===== config.mk =====
export PLATFORM = sky130hd
export DESIGN_NAME = iter_alu
export DESIGN_NICKNAME = d
export VERILOG_FILES = /design/src/rtl/alu_pkg.sv /design/src/rtl/iter_divider.sv /design/src/rtl/iter_alu.sv
export SDC_FILE = /design/constraint.sdc
export NUM_CORES = 1
export LEC_CHECK = 0
export BUFFER_PORTS_ARGS = -buffer_cell sky130_fd_sc_hd__buf_2
export CORE_UTILIZATION = 28
export CTS_CLUSTER_DIAMETER = 200
export DETAILED_ROUTE_END_ITERATION = 10
export PLACE_DENSITY = 0.5
export SYNTH_ARGS = -nofsm -noshare
export SYNTH_HDL_FRONTEND = slang
export SYNTH_SLANG_ARGS = --single-unit

===== constraint.sdc =====
create_clock -name clk -period 7.5 [get_ports clk]
set_input_delay 0.375 -clock clk [delete_from_list [all_inputs] [get_ports clk]]
set_output_delay 0.375 -clock clk [all_outputs]
set_load 0.005 [all_outputs]

===== src/rtl/alu_pkg.sv =====
// Shared definitions for the iterative ALU: data width, iteration count,
// op-code constants, FSM state encoding and the single-cycle op evaluator.
package alu_pkg;

  localparam int DATA_W   = 16;
  localparam int ITER_CNT = 16;
  localparam int CNT_W    = $clog2(ITER_CNT);

  localparam logic [2:0] ALU_ADD  = 3'd0;
  localparam logic [2:0] ALU_SUB  = 3'd1;
  localparam logic [2:0] ALU_MULT = 3'd2;
  localparam logic [2:0] ALU_NAND = 3'd3;
  localparam logic [2:0] ALU_DIV  = 3'd4;
  localparam logic [2:0] ALU_MOD  = 3'd5;
  localparam logic [2:0] ALU_LT   = 3'd6;
  localparam logic [2:0] ALU_LTE  = 3'd7;

  typedef enum logic [1:0] {
    ST_IDLE = 2'd0,
    ST_CALC = 2'd1,
    ST_DONE = 2'd2
  } alu_state_t;

  // Result of every op that finishes without iterating. DIV/MOD only land
  // here with a zero divisor, so they return the divide-by-zero values.
  // MULT always iterates and never uses this path.
  function automatic logic [DATA_W-1:0] alu_single(input logic [2:0]        op,
                                                   input logic [DATA_W-1:0] x,
                                                   input logic [DATA_W-1:0] y);
    logic [DATA_W-1:0] r;
    r = '0;
    case (op)
      ALU_ADD:  r = x + y;
      ALU_SUB:  r = x - y;
      ALU_NAND: r = ~(x & y);
      ALU_DIV:  r = '1;
      ALU_MOD:  r = x;
      ALU_LT:   r = (x <  y) ? DATA_W'(1) : '0;
      ALU_LTE:  r = (x <= y) ? DATA_W'(1) : '0;
      default:  r = '0;
    endcase
    return r;
  endfunction

endpackage


===== src/rtl/iter_divider.sv =====
// Restoring divider, one quotient bit per cycle, MSB first.
// Ports:
//   clk, reset     clock, asynchronous active-low reset
//   start          load dividend/divisor and begin ITER_CNT iterations
//   dividend       numerator
//   divisor        denominator (caller guarantees nonzero)
//   done           high during the final iteration cycle
//   quotient       quotient, valid while done is high
//   remainder      remainder, valid while done is high
module iter_divider
  import alu_pkg::*;
(
  input  logic              clk,
  input  logic              reset,
  input  logic              start,
  input  logic [DATA_W-1:0] dividend,
  input  logic [DATA_W-1:0] divisor,
  output logic              done,
  output logic [DATA_W-1:0] quotient,
  output logic [DATA_W-1:0] remainder
);

  logic [DATA_W-1:0] dvd_q, dvs_q, rem_q, quo_q;
  logic [CNT_W-1:0]  cnt_q;
  logic              running_q;

  logic [DATA_W:0]   shifted, diff;
  logic [DATA_W-1:0] rem_next, quo_next;

  // One restoring step. Bit DATA_W of diff is the borrow: set means the
  // trial subtraction went negative and the shifted remainder is kept.
  always_comb begin
    shifted = {rem_q, dvd_q[DATA_W-1]};
    diff    = shifted - {1'b0, dvs_q};
    if (diff[DATA_W]) begin
      rem_next = shifted[DATA_W-1:0];
      quo_next = {quo_q[DATA_W-2:0], 1'b0};
    end else begin
      rem_next = diff[DATA_W-1:0];
      quo_next = {quo_q[DATA_W-2:0], 1'b1};
    end
  end

  // Outputs expose the step being computed now, so the caller can register
  // the final values on the same edge that completes the last iteration.
  assign done      = running_q && (cnt_q == CNT_W'(ITER_CNT - 1));
  assign quotient  = quo_next;
  assign remainder = rem_next;

  always_ff @(posedge clk or negedge reset) begin
    if (!reset) begin
      dvd_q     <= '0;
      dvs_q     <= '0;
      rem_q     <= '0;
      quo_q     <= '0;
      cnt_q     <= '0;
      running_q <= 1'b0;
    end else if (start) begin
      dvd_q     <= dividend;
      dvs_q     <= divisor;
      rem_q     <= '0;
      quo_q     <= '0;
      cnt_q     <= '0;
      running_q <= 1'b1;
    end else if (running_q) begin
      dvd_q <= dvd_q << 1;
      rem_q <= rem_next;
      quo_q <= quo_next;
      cnt_q <= cnt_q + 1'b1;
      if (done) running_q <= 1'b0;
    end
  end

endmodule


===== src/rtl/iter_alu.sv =====
// Iterative 16-bit ALU: single-cycle ADD/SUB/NAND/LT/LTE, 16-cycle
// shift-add MULT and restoring DIV/MOD.
// Ports:
//   clk, reset   clock, asynchronous active-low reset
//   start        request, sampled only in IDLE
//   alu_op       operation select
//   im_en, im    use zero-extended immediate as operand Y
//   reg_a        operand Y when im_en=0
//   reg_b        operand X
//   busy         high in CALC and DONE
//   done         one-cycle result-valid pulse
//   result       registered result
//   alu_status   registered copy of result
//   div_by_zero  high with done when DIV/MOD saw Y=0
module iter_alu
  import alu_pkg::*;
(
  input  logic              clk,
  input  logic              reset,
  input  logic              start,
  input  logic [2:0]        alu_op,
  input  logic              im_en,
  input  logic [3:0]        im,
  input  logic [DATA_W-1:0] reg_a,
  input  logic [DATA_W-1:0] reg_b,
  output logic              busy,
  output logic              done,
  output logic [DATA_W-1:0] result,
  output logic [DATA_W-1:0] alu_status,
  output logic              div_by_zero
);

  alu_state_t state_q, state_d;

  logic [2:0]        op_q;
  logic [CNT_W-1:0]  cnt_q;
  logic [DATA_W-1:0] acc_q, mcand_q, mplier_q, acc_next;
  logic [DATA_W-1:0] y_sel, single_res, calc_res;
  logic              dbz_q;
  logic              accept, is_divmod, is_iter, calc_last;
  logic              div_done;
  logic [DATA_W-1:0] div_quo, div_rem;

  assign y_sel      = im_en ? {{(DATA_W-4){1'b0}}, im} : reg_a;
  assign accept     = (state_q == ST_IDLE) && start;
  assign is_divmod  = (alu_op == ALU_DIV) || (alu_op == ALU_MOD);
  assign is_iter    = (alu_op == ALU_MULT) || (is_divmod && (y_sel != '0));
  assign single_res = alu_single(alu_op, reg_b, y_sel);

  // Shift-add multiply: multiplier bits consumed LSB first, accumulator
  // keeps only the low DATA_W bits.
  assign acc_next  = acc_q + (mplier_q[0] ? mcand_q : '0);
  assign calc_last = (op_q == ALU_MULT) ? (cnt_q == CNT_W'(ITER_CNT - 1)) : div_done;
  assign calc_res  = (op_q == ALU_MULT) ? acc_next :
                     (op_q == ALU_DIV)  ? div_quo  : div_rem;

  iter_divider u_div (
    .clk       (clk),
    .reset     (reset),
    .start     (accept && is_iter && is_divmod),
    .dividend  (reg_b),
    .divisor   (y_sel),
    .done      (div_done),
    .quotient  (div_quo),
    .remainder (div_rem)
  );

  always_ff @(posedge clk or negedge reset) begin
    if (!reset) state_q <= ST_IDLE;
    else        state_q <= state_d;
  end

  always_comb begin
    state_d = state_q;
    case (state_q)
      ST_IDLE: if (start) state_d = is_iter ? ST_CALC : ST_DONE;
      ST_CALC: if (calc_last) state_d = ST_DONE;
      ST_DONE: state_d = ST_IDLE;
      default: state_d = ST_IDLE;
    endcase
  end

  always_comb begin
    busy        = (state_q != ST_IDLE);
    done        = (state_q == ST_DONE);
    div_by_zero = dbz_q;
  end

  always_ff @(posedge clk or negedge reset) begin
    if (!reset) begin
      op_q       <= ALU_ADD;
      cnt_q      <= '0;
      acc_q      <= '0;
      mcand_q    <= '0;
      mplier_q   <= '0;
      result     <= '0;
      alu_status <= '0;
      dbz_q      <= 1'b0;
    end else if (accept) begin
      op_q     <= alu_op;
      cnt_q    <= '0;
      acc_q    <= '0;
      mcand_q  <= reg_b;
      mplier_q <= y_sel;
      if (!is_iter) begin
        result     <= single_res;
        alu_status <= single_res;
        dbz_q      <= is_divmod;
      end
    end else if (state_q == ST_CALC) begin
      cnt_q    <= cnt_q + 1'b1;
      acc_q    <= acc_next;
      mcand_q  <= mcand_q << 1;
      mplier_q <= mplier_q >> 1;
      if (calc_last) begin
        result     <= calc_res;
        alu_status <= calc_res;
        dbz_q      <= 1'b0;
      end
    end else if (state_q == ST_DONE) begin
      dbz_q <= 1'b0;
    end
  end

endmodule

==> results.md, run 1 <==
STA:
- The minimum clock period after layout is ~3.9 ns.
- Static timing analysis puts the maximum clock frequency at roughly 0.26 GHz.
- The sum of negative setup slack is 0 ns.
- At the pin with the least slew margin, the transition time is 0.914 ns.
- Setup repair after global routing left no endpoint under its margin.
- Dividing the final minimum period by the clock period gives 0.515.
- The final count of pins violating max slew is 0.
- Setup violations remaining at the end of the flow were counted as 0.
- Hold timing on the final database bottoms out at a slack of -0.0382 ns.
- In this run the tightest slew margin relative to its limit is 0.390.
- The final worst slack is 3.64 ns.
- The number of failing hold endpoints at the final stage was 10.
- The clock tree skew after final layout is 0.0127 ns.

Run status:
- The checks that failed: hold timing.
- The run finished, with violations left.

Drt:
- After detailed routing, the average wire length per cell comes to 20.3 um.
- Dividing the detail-routed via count by the number of cells gives 5.24.
- After detailed routing, the number of remaining DRC violations is 0.
- The number of search-and-repair iterations in the first detailed-routing pass is 5.
- The total via count in the routed design is 8,657.
- The count of routing violations after the opening detailed-route iteration is 558.
- For this block, the routed nets add up to 33.5 mm of wire.
- Once detail routing completed, the nets flagged for antenna violations numbered 0.

Floorplan:
- The floorplan row count is 68.
- The height of the die is 190 um.
- The floorplan step defined a die boundary enclosing 36,200 um^2.
- The die is 190 um wide.
- The core box area is between 30,000 and 40,000 um^2.
- between 70 and 80 I/O pins were placed.
- The effective utilization at floorplan is 0.286.

Placed design:
- The HPWL after detailed placement is around 25 mm.
- Before CTS, the worst setup slack after placement is 3.61 ns.
- The number of I/O port buffers is between 70 and 80.
- Routability-driven placement finished with a final weighted congestion of 0.919.

Clock network:
- The clock passes through at most 2 buffers.
- Buffers inserted during clock tree synthesis total 17.
- The H-tree was split into 4 levels.
- The post-CTS resize count is 0.
- After clock tree synthesis, the clock-pin slew on the worst setup and hold paths is 0.06 ns.
- The later pin in the worst-skew pair is clocked with a latency of between 0.4 and 0.5 ns.
- Once the clock tree was built, the setup fixing pass inserted 0 buffers.
- The cts-stage hold buffer count is 0.
- TritonCTS built the clock tree.
- The CTS sink count is 142.
- The clock root buffer is sky130_fd_sc_hd__clkbuf_16.

Global route:
- Entering global routing, the biggest net connects 78 pins.
- In the global route stage, overall resource usage came out at 0.190.
- The wire length of the first global-routing pass is 51.4 mm.
- The residual overflow from global routing is 0.
- The via count of the first global-routing pass was roughly 8.4k.
- The initial antenna violation count is 1.

Synthesis:
- The number of warning messages in the yosys log is 0.
- After synthesis the netlist holds a flip-flop and latch count of 142.
- For this run, the leading register cell type out of synthesis is sky130_fd_sc_hd__dfrtp_1.
- The synthesized area divided by synthesized cell count is 8.60 um^2.
- The proportion of synthesized chip area in sequential cells is 0.358.
- The share of synthesized flip-flops with an asynchronous set or reset is 1.00.
- The count of mapped cells out of synthesis is between 1k and 1.5k.
- The number of distinct library cells after synthesis is 69.
- Counting every net in the synthesized netlist gives 1,270.
- The synthesized design contains 0 enable-type register cells.
- The mapped netlist covers roughly 9900 um^2.

Worst setup path:
- The worst endpoint required time is 7.81 ns.
- Data on the critical path arrives at its endpoint at 4.17 ns.
- The worst setup path is launched from a register.
- The worst setup path is of the register to register kind.
- Setup slack on the worst reg-to-reg path comes out at 3.64 ns.
- The largest fanout of any net on the critical path is 28.
- The type of destination of the critical path is a register.

Cells and area:
- The layout overhead on the synthesized area is 13.9%.
- The final layout contains 1,299 nets.
- The ratio of cells with drive above 1 in the final layout is 0.117.
- The commonest non-fill, non-tap cell in the layout is sky130_fd_sc_hd__dfrtp_1.
- The number of antenna diodes in the final layout is 0.
- The top cell types in the final layout, fill and taps aside, are 141 x sky130_fd_sc_hd__dfrtp_1, 133 x sky130_fd_sc_hd__nand2_1, 110 x sky130_fd_sc_hd__nor2_1.

Pwr:
- Dividing total power by cell area gives a power density of 418 nW/um^2.
- The leakage power figure is 5.18 nW.
- The peak supply drop is 0.000167 V.

Job:
- The max capacitance violation total is 0.

Hold path:
- The tightest min-delay check is of the input pin to async pin type.
## per-stage QoR
step | hold slack, ns | power, mW | cell area (um^2) | cells | utilization
after floorplan | 0.0794 | 3.04 | 9930 | 1155 | -
after global placement | 0.465 | 3.72 | 10600 | 1620 | 0.306
after detailed placement | 0.471 | 3.74 | 10600 | 1620 | 0.306
after CTS | 0.00493 | 4.78 | 11300 | 1652 | 0.326
after global routing | 0.0350 | 5.11 | 11300 | 1652 | 0.326
final | -0.0382 | 4.73 | 11300 | 1652 | 0.326
## power breakdown
group	internal (mW)	switching (mW)	leakage, nW
clock	0.657	0.356	0.333
combinational	0.928	1.40	3.06
sequential	1.09	0.291	1.78
total	2.68	2.05	5.18
## per-layer routing
metal	share of wire	up-vias	track usage
met2	0.43	249	0.284
li1	-	4170	-
met5	0	-	0
met1	0.48	4181	0.267
met4	0.037	0	0.0785
met3	0.055	57	0.0361
## worst max-delay path, stage by stage (launching register included)
cell and delay [ns]:
sky130_fd_sc_hd__dfrtp_1 0.41, sky130_fd_sc_hd__inv_1 0.07, sky130_fd_sc_hd__ha_1 0.15, sky130_fd_sc_hd__inv_1 0.06, sky130_fd_sc_hd__fa_1 0.39, sky130_fd_sc_hd__a21oi_1 0.22, sky130_fd_sc_hd__o2111ai_2 0.21, sky130_fd_sc_hd__o31ai_2 0.43
sky130_fd_sc_hd__o31ai_4 0.12, sky130_fd_sc_hd__xor2_4 0.74, sky130_fd_sc_hd__mux2_2 0.43, sky130_fd_sc_hd__a21oi_1 0.28, sky130_fd_sc_hd__a211o_1 0.15, sky130_fd_sc_hd__a31oi_1 0.06
## flip-flops by register name (all words and copies together) (netlist names)
name and flops:
alu_status 16, cnt_q 4, u_div.rem_q 16, u_div.running_q 1, u_div.cnt_q 4, u_div.quo_q 15, mcand_q 16, state_q 2
op_q 3, acc_q 16, u_div.dvs_q 16, mplier_q 16, u_div.dvd_q 16, div_by_zero 1
## worst paths after layout
kind	cells past startpoint	endpoint	startpoint
worst max register to register	13	alu_status[14]	u_div.dvd_q[15]
worst min register to register	2	u_div.dvs_q[13]	u_div.dvs_q[13]
worst min-delay path	1	mplier_q[6]	reset
min in group clk	3	u_div.dvd_q[11]	reg_b[11]
worst max-delay path	13	alu_status[14]	u_div.dvd_q[15]
max in group asynchronous	2	u_div.dvd_q[6]	reset
## logic make-up after synthesis
group / count (synthesis) / share of synthesized area
mux: 55 / 0.0558
fa+ha+maj: 72 / 0.0937
xor+xnor: 42 / 0.0389
compound gates: 327 / 0.220
flops: 142 / 0.358
simple gates: 381 / 0.174
buf+inv: 136 / 0.0597
## final cells by class
cell class | count | area, um^2
timing repair buffer | 87 | 467
inverter | 59 | 223
tap | 455 | 569
sequential | 142 | 3550
fill | 3697 | 23400
clock inverter | 15 | 267
clock buffer | 17 | 425
multi-input combinational | 877 | 5810
## synthesized netlist by cell type (3+ instances only)
master                      number  area, um^2
sky130_fd_sc_hd__o21bai_1        7        52.6
sky130_fd_sc_hd__nand2_1       133         499
sky130_fd_sc_hd__o31ai_1         7        52.6
sky130_fd_sc_hd__inv_1          58         218
sky130_fd_sc_hd__and3_1          9        56.3
sky130_fd_sc_hd__o22ai_1        16         100
sky130_fd_sc_hd__nand2b_1       18         113
sky130_fd_sc_hd__a221oi_1        3        26.3
sky130_fd_sc_hd__o311ai_0        5        43.8
sky130_fd_sc_hd__nand4_1         8        50.1
sky130_fd_sc_hd__mux2_2          3        33.8
sky130_fd_sc_hd__a221o_1        16         160
sky130_fd_sc_hd__buf_4          18         135
sky130_fd_sc_hd__o31a_1          4        35.0
sky130_fd_sc_hd__xnor2_1        24         210
sky130_fd_sc_hd__xor2_1         17         149
sky130_fd_sc_hd__ha_1           68         851
sky130_fd_sc_hd__or3_1           4        25.0
sky130_fd_sc_hd__o21ai_0        90         450
sky130_fd_sc_hd__a211o_1         6        52.6
sky130_fd_sc_hd__nor3_1         16        80.1
sky130_fd_sc_hd__nor2b_1         9        56.3
sky130_fd_sc_hd__o211ai_1       13        97.6
sky130_fd_sc_hd__buf_2           5        25.0
sky130_fd_sc_hd__a211oi_1       16         120
sky130_fd_sc_hd__a21o_1         13        97.6
sky130_fd_sc_hd__dfrtp_1       142        3550
sky130_fd_sc_hd__o32ai_1         3        26.3
sky130_fd_sc_hd__nor2_1        113         424
sky130_fd_sc_hd__buf_1           9        33.8
sky130_fd_sc_hd__and2_1         20         125
sky130_fd_sc_hd__nor3b_1         4        30.0
sky130_fd_sc_hd__a2111oi_0       5        43.8
sky130_fd_sc_hd__or2_2           3        18.8
sky130_fd_sc_hd__a21boi_0        7        52.6
sky130_fd_sc_hd__a22oi_1        23         173
sky130_fd_sc_hd__a31oi_1        12        75.1
sky130_fd_sc_hd__mux2i_1        52         521
sky130_fd_sc_hd__nand3_1        31         155
sky130_fd_sc_hd__clkbuf_1       44         165
sky130_fd_sc_hd__a21oi_1        54         270
sky130_fd_sc_hd__fa_1            4        80.1
sky130_fd_sc_hd__nor4_1          5        31.3
sky130_fd_sc_hd__o21a_1          7        52.6
No activity file was read; power rests on OpenSTA's default activity.
==> run 2: changes to the inputs <==
Settings changed: ABC_AREA from default to 1, PLACE_DENSITY 0.5 to 0.52.
Clock period 7.5 ns to 3.4 ns, I/O delays scaled along.
==> run 2 against run 1 <==
The run now ends clean. Clock skew is essentially flat. Largest power group unchanged. Wire length grew 16%. First-iteration DRC count grew 79%.
==> results.md, run 2 <==
Synthesis:
- The netlist area before placement was 10,900 um^2 (was 9930 um^2).
- The number of warning messages in the yosys log is 0 (unchanged).
- The cell type with the highest aggregate area in the netlist is sky130_fd_sc_hd__dfrtp_1 (unchanged).
- The most numerous cell in the Yosys netlist is sky130_fd_sc_hd__nand2_1 (was sky130_fd_sc_hd__dfrtp_1).
- The most instantiated flip-flop cell in the synthesis netlist was sky130_fd_sc_hd__dfrtp_1 (unchanged).
- The share of the synthesized area in the top cell type is 0.326 (was 0.358).
- The synthesized area divided by synthesized cell count is 6.74 um^2 (was 8.60 um^2).
- The flop and latch count out of synthesis was 142 (unchanged).
- The share of synthesized flip-flops with an asynchronous set or reset was 1.00 (unchanged).
- The number of distinct library cells after synthesis came to 50 (was 69).
- Main area contributors after synthesis: sky130_fd_sc_hd__dfrtp_1 33%, sky130_fd_sc_hd__nand2_1 17%, sky130_fd_sc_hd__inv_1 9.4% (was sky130_fd_sc_hd__dfrtp_1 36%, sky130_fd_sc_hd__ha_1 8.6%, sky130_fd_sc_hd__mux2i_1 5.2%).
- The proportion of synthesized chip area in sequential cells is 0.326 (was 0.358).
- The post-synthesis net count is 1,731 (was 1,270).
- The number of flops mapped to enable cells by yosys is 0 (unchanged).
- The count of mapped cells out of synthesis is 1,616 (was 1,155).
- Ranking of synthesized cells by instance count: 484 x sky130_fd_sc_hd__nand2_1, 273 x sky130_fd_sc_hd__inv_1, 142 x sky130_fd_sc_hd__dfrtp_1 (was 142 x sky130_fd_sc_hd__dfrtp_1, 133 x sky130_fd_sc_hd__nand2_1, 113 x sky130_fd_sc_hd__nor2_1).

Worst setup path:
- The type of the worst setup path was register to register (unchanged).
- The peak per-stage delay on the critical path is 0.40 ns (was 0.74 ns).
- The type of destination of the critical path is a register (unchanged).
- The largest fanout of any net on the critical path was 13 (was 28).
- The reg-to-reg endpoint is alu_status[15] (was alu_status[14]).
- The cell at the slowest stage of the critical path is sky130_fd_sc_hd__fa_1 (was sky130_fd_sc_hd__xor2_4).
- The reg-to-reg critical path startpoint is u_div.dvd_q[15] (unchanged).
- The worst endpoint data arrival time is 3.34 ns (was 4.17 ns).
- The most repeated library cell on the critical path is sky130_fd_sc_hd__nand2_1.
- The worst endpoint required time was 3.75 ns (was 7.81 ns).
- The number of cells on the worst reg-to-reg path is 17 (was 13).
- Worst-path cell chain: inv_1, ha_1, inv_1, fa_1, nand2_1, nand2_1, nand3_1, nand2_1, nand2_1, nand2_1, nand2_1, nand2_1, nand2_1, nand3_1, nand2_1, nand3_1, a21oi_1 (was inv_1, ha_1, inv_1, fa_1, a21oi_1, o2111ai_2, o31ai_2, o31ai_4, xor2_4, mux2_2, a21oi_1, a211o_1, a31oi_1).
- The setup slack of the worst register-to-register path was 0.41 ns (was 3.64 ns).
- The sort of element at the start of the critical path is a register (unchanged).

STA:
- The maximum operating frequency is 0.334 GHz (was 0.259 GHz).
- The final count of pins violating max slew is 0 (unchanged).
- The number of setup violations in the final report is 0 (unchanged).
- The measured slew at the worst slew-check pin was 1.02 ns (was 0.914 ns).
- Setup repair after global routing missed its margin: no (unchanged).
- The relative slew slack is 0.321 (was 0.390).
- The clock tree skew after final layout is 0.0122 ns (was 0.0127 ns).
- The minimum clock period after layout is 2.99 ns (was 3.86 ns).
- The number of failing hold endpoints at the final stage is 0 (was 10).
- The post-route fraction of the period consumed by the critical path came to 0.881 (was 0.515).
- The sum of negative setup slack is 0 ns (unchanged).

Cells and area:
- The footprint of the flip-flops and latches came to 3550 um^2 (about the same).
- The antenna diode count is 0 (unchanged).
- The final design utilization is 0.324 (was 0.326).
- The ratio of cells with drive above 1 in the final layout is 0.0921 (was 0.117).
- The number of nets in the layout was 1,775 (was 1,299).
- The area used by multi-input combinational logic is 5910 um^2 (was 5810 um^2).
- The commonest non-fill, non-tap cell in the layout was sky130_fd_sc_hd__nand2_1 (was sky130_fd_sc_hd__dfrtp_1).
- Commonest non-fill, non-tap cells in the layout: 484 x sky130_fd_sc_hd__nand2_1, 273 x sky130_fd_sc_hd__inv_1, 142 x sky130_fd_sc_hd__dfrtp_1 (was 141 x sky130_fd_sc_hd__dfrtp_1, 133 x sky130_fd_sc_hd__nand2_1, 110 x sky130_fd_sc_hd__nor2_1).
- The number of standard cells in the layout, taps in and fillers out is 2,183 (was 1,652).
- The number of filler cells placed in the layout was 4,256 (was 3,697).
- The layout overhead on the synthesized area is 13.1% (was 13.9%).
- The post-route standard cell area excluding fillers came to 12,300 um^2 (was 11,300 um^2).

Placed design:
- The HPWL after detailed placement came to 30.0 mm (was 24.8 mm).
- The placed instance area is 11,700 um^2 (was 10,600 um^2).
- The number of I/O port buffers is 77 (unchanged).
- The cell total after placement was 2,151 (was 1,620).
- The final weighted congestion of routability-driven global placement is 0.999 (was 0.919).

Hold path:
- The worst hold path cell count is 3.
- The worst hold path terminates at u_div.dvs_q[0].
- The type of the most critical hold path is input pin to register (was input pin to async pin).
- The worst hold path begins at im[0].

Global route:
- The met3 layer usage reported by global route was 0.0343 (was 0.0361).
- The initial antenna violation count came to 0 (was 1).
- The global routing met2 resource utilization is 0.301 (was 0.284).
- The global routing usage on met1 is 0.290 (was 0.267).
- The residual overflow from global routing is 0 (unchanged).
- The via count of the first global-routing pass is 10.2k (was 8,438).
- The wire length of the first global-routing pass is 59.7 mm (was 51.4 mm).
- The busiest layer in global routing is met2 (unchanged).
- The pin count of the biggest net entering global routing is 100 (was 78).
- The global router's overall resource usage is 0.201 (was 0.190).

Pwr:
- The relative contribution of sequential cells to total power is 0.264 (was 0.293).
- The power after layout is 11.2 mW (was 4.73 mW).
- The design internal power is 5.70 mW (was 2.68 mW).
- The power per cell area is 909 nW/um^2 (was 418 nW/um^2).
- The switching portion of total power came to 0.491 (was 0.434).
- The net switching power figure is 5.50 mW (was 2.05 mW).
- The leakage power figure came to 6.54 nW (was 5.18 nW).
- The peak supply drop is 0.000419 V (was 0.000167 V).
- The clock network power share is 0.177 (was 0.214).
- The combinational group share of total power is 0.560 (was 0.493).

Floorplan:
- The effective utilization at floorplan came to 0.287 (was 0.286).
- The boundary pin count is 78 (unchanged).
- The die outline width is 199 um (was 190 um).
- The floorplan row count came to 71 (was 68).
- The core box area is 38,000 um^2 (was 34,700 um^2).
- The height of the die is 199 um (was 190 um).
- The overall die area is 39,700 um^2 (was 36,200 um^2).

Drt:
- The number of search-and-repair iterations in the first detailed-routing pass came to 5 (unchanged).
- The total length of routed wires came to 38.7 mm (was 33.5 mm).
- The routed wirelength normalized by instance count is 17.8 um (was 20.3 um).
- The count of routing violations after the opening detailed-route iteration came to 1,001 (was 558).
- The average via count per standard cell is 4.95 (was 5.24).
- The post-detailed-route count of antenna-violating nets was 0 (unchanged).
- The total via count in the routed design is 10.8k (was 8,657).
- The detailed-route DRC error count was 0 (unchanged).

Clock network:
- The CTS tree is yes (unchanged).
- The number of setup buffers added after CTS was 0 (unchanged).
- The clock root buffer is sky130_fd_sc_hd__clkbuf_16 (unchanged).
- The number of H-tree levels is 4 (unchanged).
- The CTS sink count is 142 (unchanged).
- The number of buffers created by CTS is 17 (unchanged).
- The worst-skew pair later-pin latency is 0.43 ns (was 0.44 ns).
- The maximum number of buffers from clock root to sink was 2 (unchanged).
- The CTS clock-pin slew for the worst setup and hold paths was 0.06 ns (about the same).

Run status:
- Outcome: completed (was finished, violations left).

Job:
- The max capacitance violation total was 0 (unchanged).
==> run 2: worst max-delay path, delay by kind of cell, from the launching register on <==
family	cells	cell delay [ns]
AND/OR/NAND/NOR	12	1.66
buffers and inverters	2	0.14
flip-flops	1	0.37
adder cells (fa/ha/maj)	2	0.54
AO/OA/AOI/OAI	1	0.20
==> run 2: logic make-up (layout without fill, tap and decap cells) <==
kind of cell / count (synthesis) / after routing / synth area share
buf+inv: 353 / 409 / 0.132
flops: 142 / 142 / 0.326
simple gates: 752 / 752 / 0.291
compound gates: 276 / 276 / 0.149
xor+xnor: 21 / 21 / 0.0169
fa+ha+maj: 72 / 72 / 0.0854
==> run 2: final cells by class <==
class                   instances  area share
multi-input cells            1121       0.479
clock inverters                13      0.0145
inverters                     283      0.0864
repair buffers                 95      0.0440
flip-flops and latches        142       0.288
clock buffers                  18      0.0356
well taps                     511      0.0519
==> run 2: power groups by stage <==
stage | Sequential, mW | Clock (mW) | Combinational, mW
5_1_grt | 3.05 | 2.08 | 7.14
2_1_floorplan | 2.77 | 0 | 4.65
6_report | 2.96 | 1.98 | 6.27
3_3_place_gp | 2.96 | 0 | 6.20
3_5_place_dp | 2.97 | 0 | 6.26
4_1_cts | 2.95 | 2.01 | 6.29
==> run 2: through the flow <==
| stage | hold slack, ns | setup WS, ns |
|---|---|---|
| after global routing | 0.0874 | 0.0976 |
| after global placement | 0.362 | 0.486 |
| after detailed placement | 0.363 | 0.453 |
| after CTS | 0.0787 | 0.446 |
| after floorplan | -0.126 | 1.13 |
| final | 0.0781 | 0.405 |
==> run 2: how the worst max path moves through the flow <==
stage / slack (ns) / depth (start not counted) / start / endpoint
after global placement: 0.49 / 16 / u_div.dvd_q[15] / alu_status[9]
final: 0.41 / 17 / u_div.dvd_q[15] / alu_status[15]
after global routing: 0.1 / 17 / u_div.dvd_q[15] / alu_status[15]
after CTS: 0.45 / 17 / u_div.dvd_q[15] / alu_status[15]
after detailed placement: 0.45 / 17 / u_div.dvd_q[15] / alu_status[15]
after floorplan: 1.13 / 13 / mplier_q[0] / alu_status[10]
==> run 2: metal layers <==
metal	wire, um	vias to the layer above
met1	18500	5093
met3	2580	59
met2	16500	387
li1	-	5257
met5	0	-
met4	1110	0
==> run 2: timing repair <==
action                                 in CTS  in global routing
endpoints found under the hold margin      98                  0
hold buffers                                1                  0
resized for setup                           0                  0
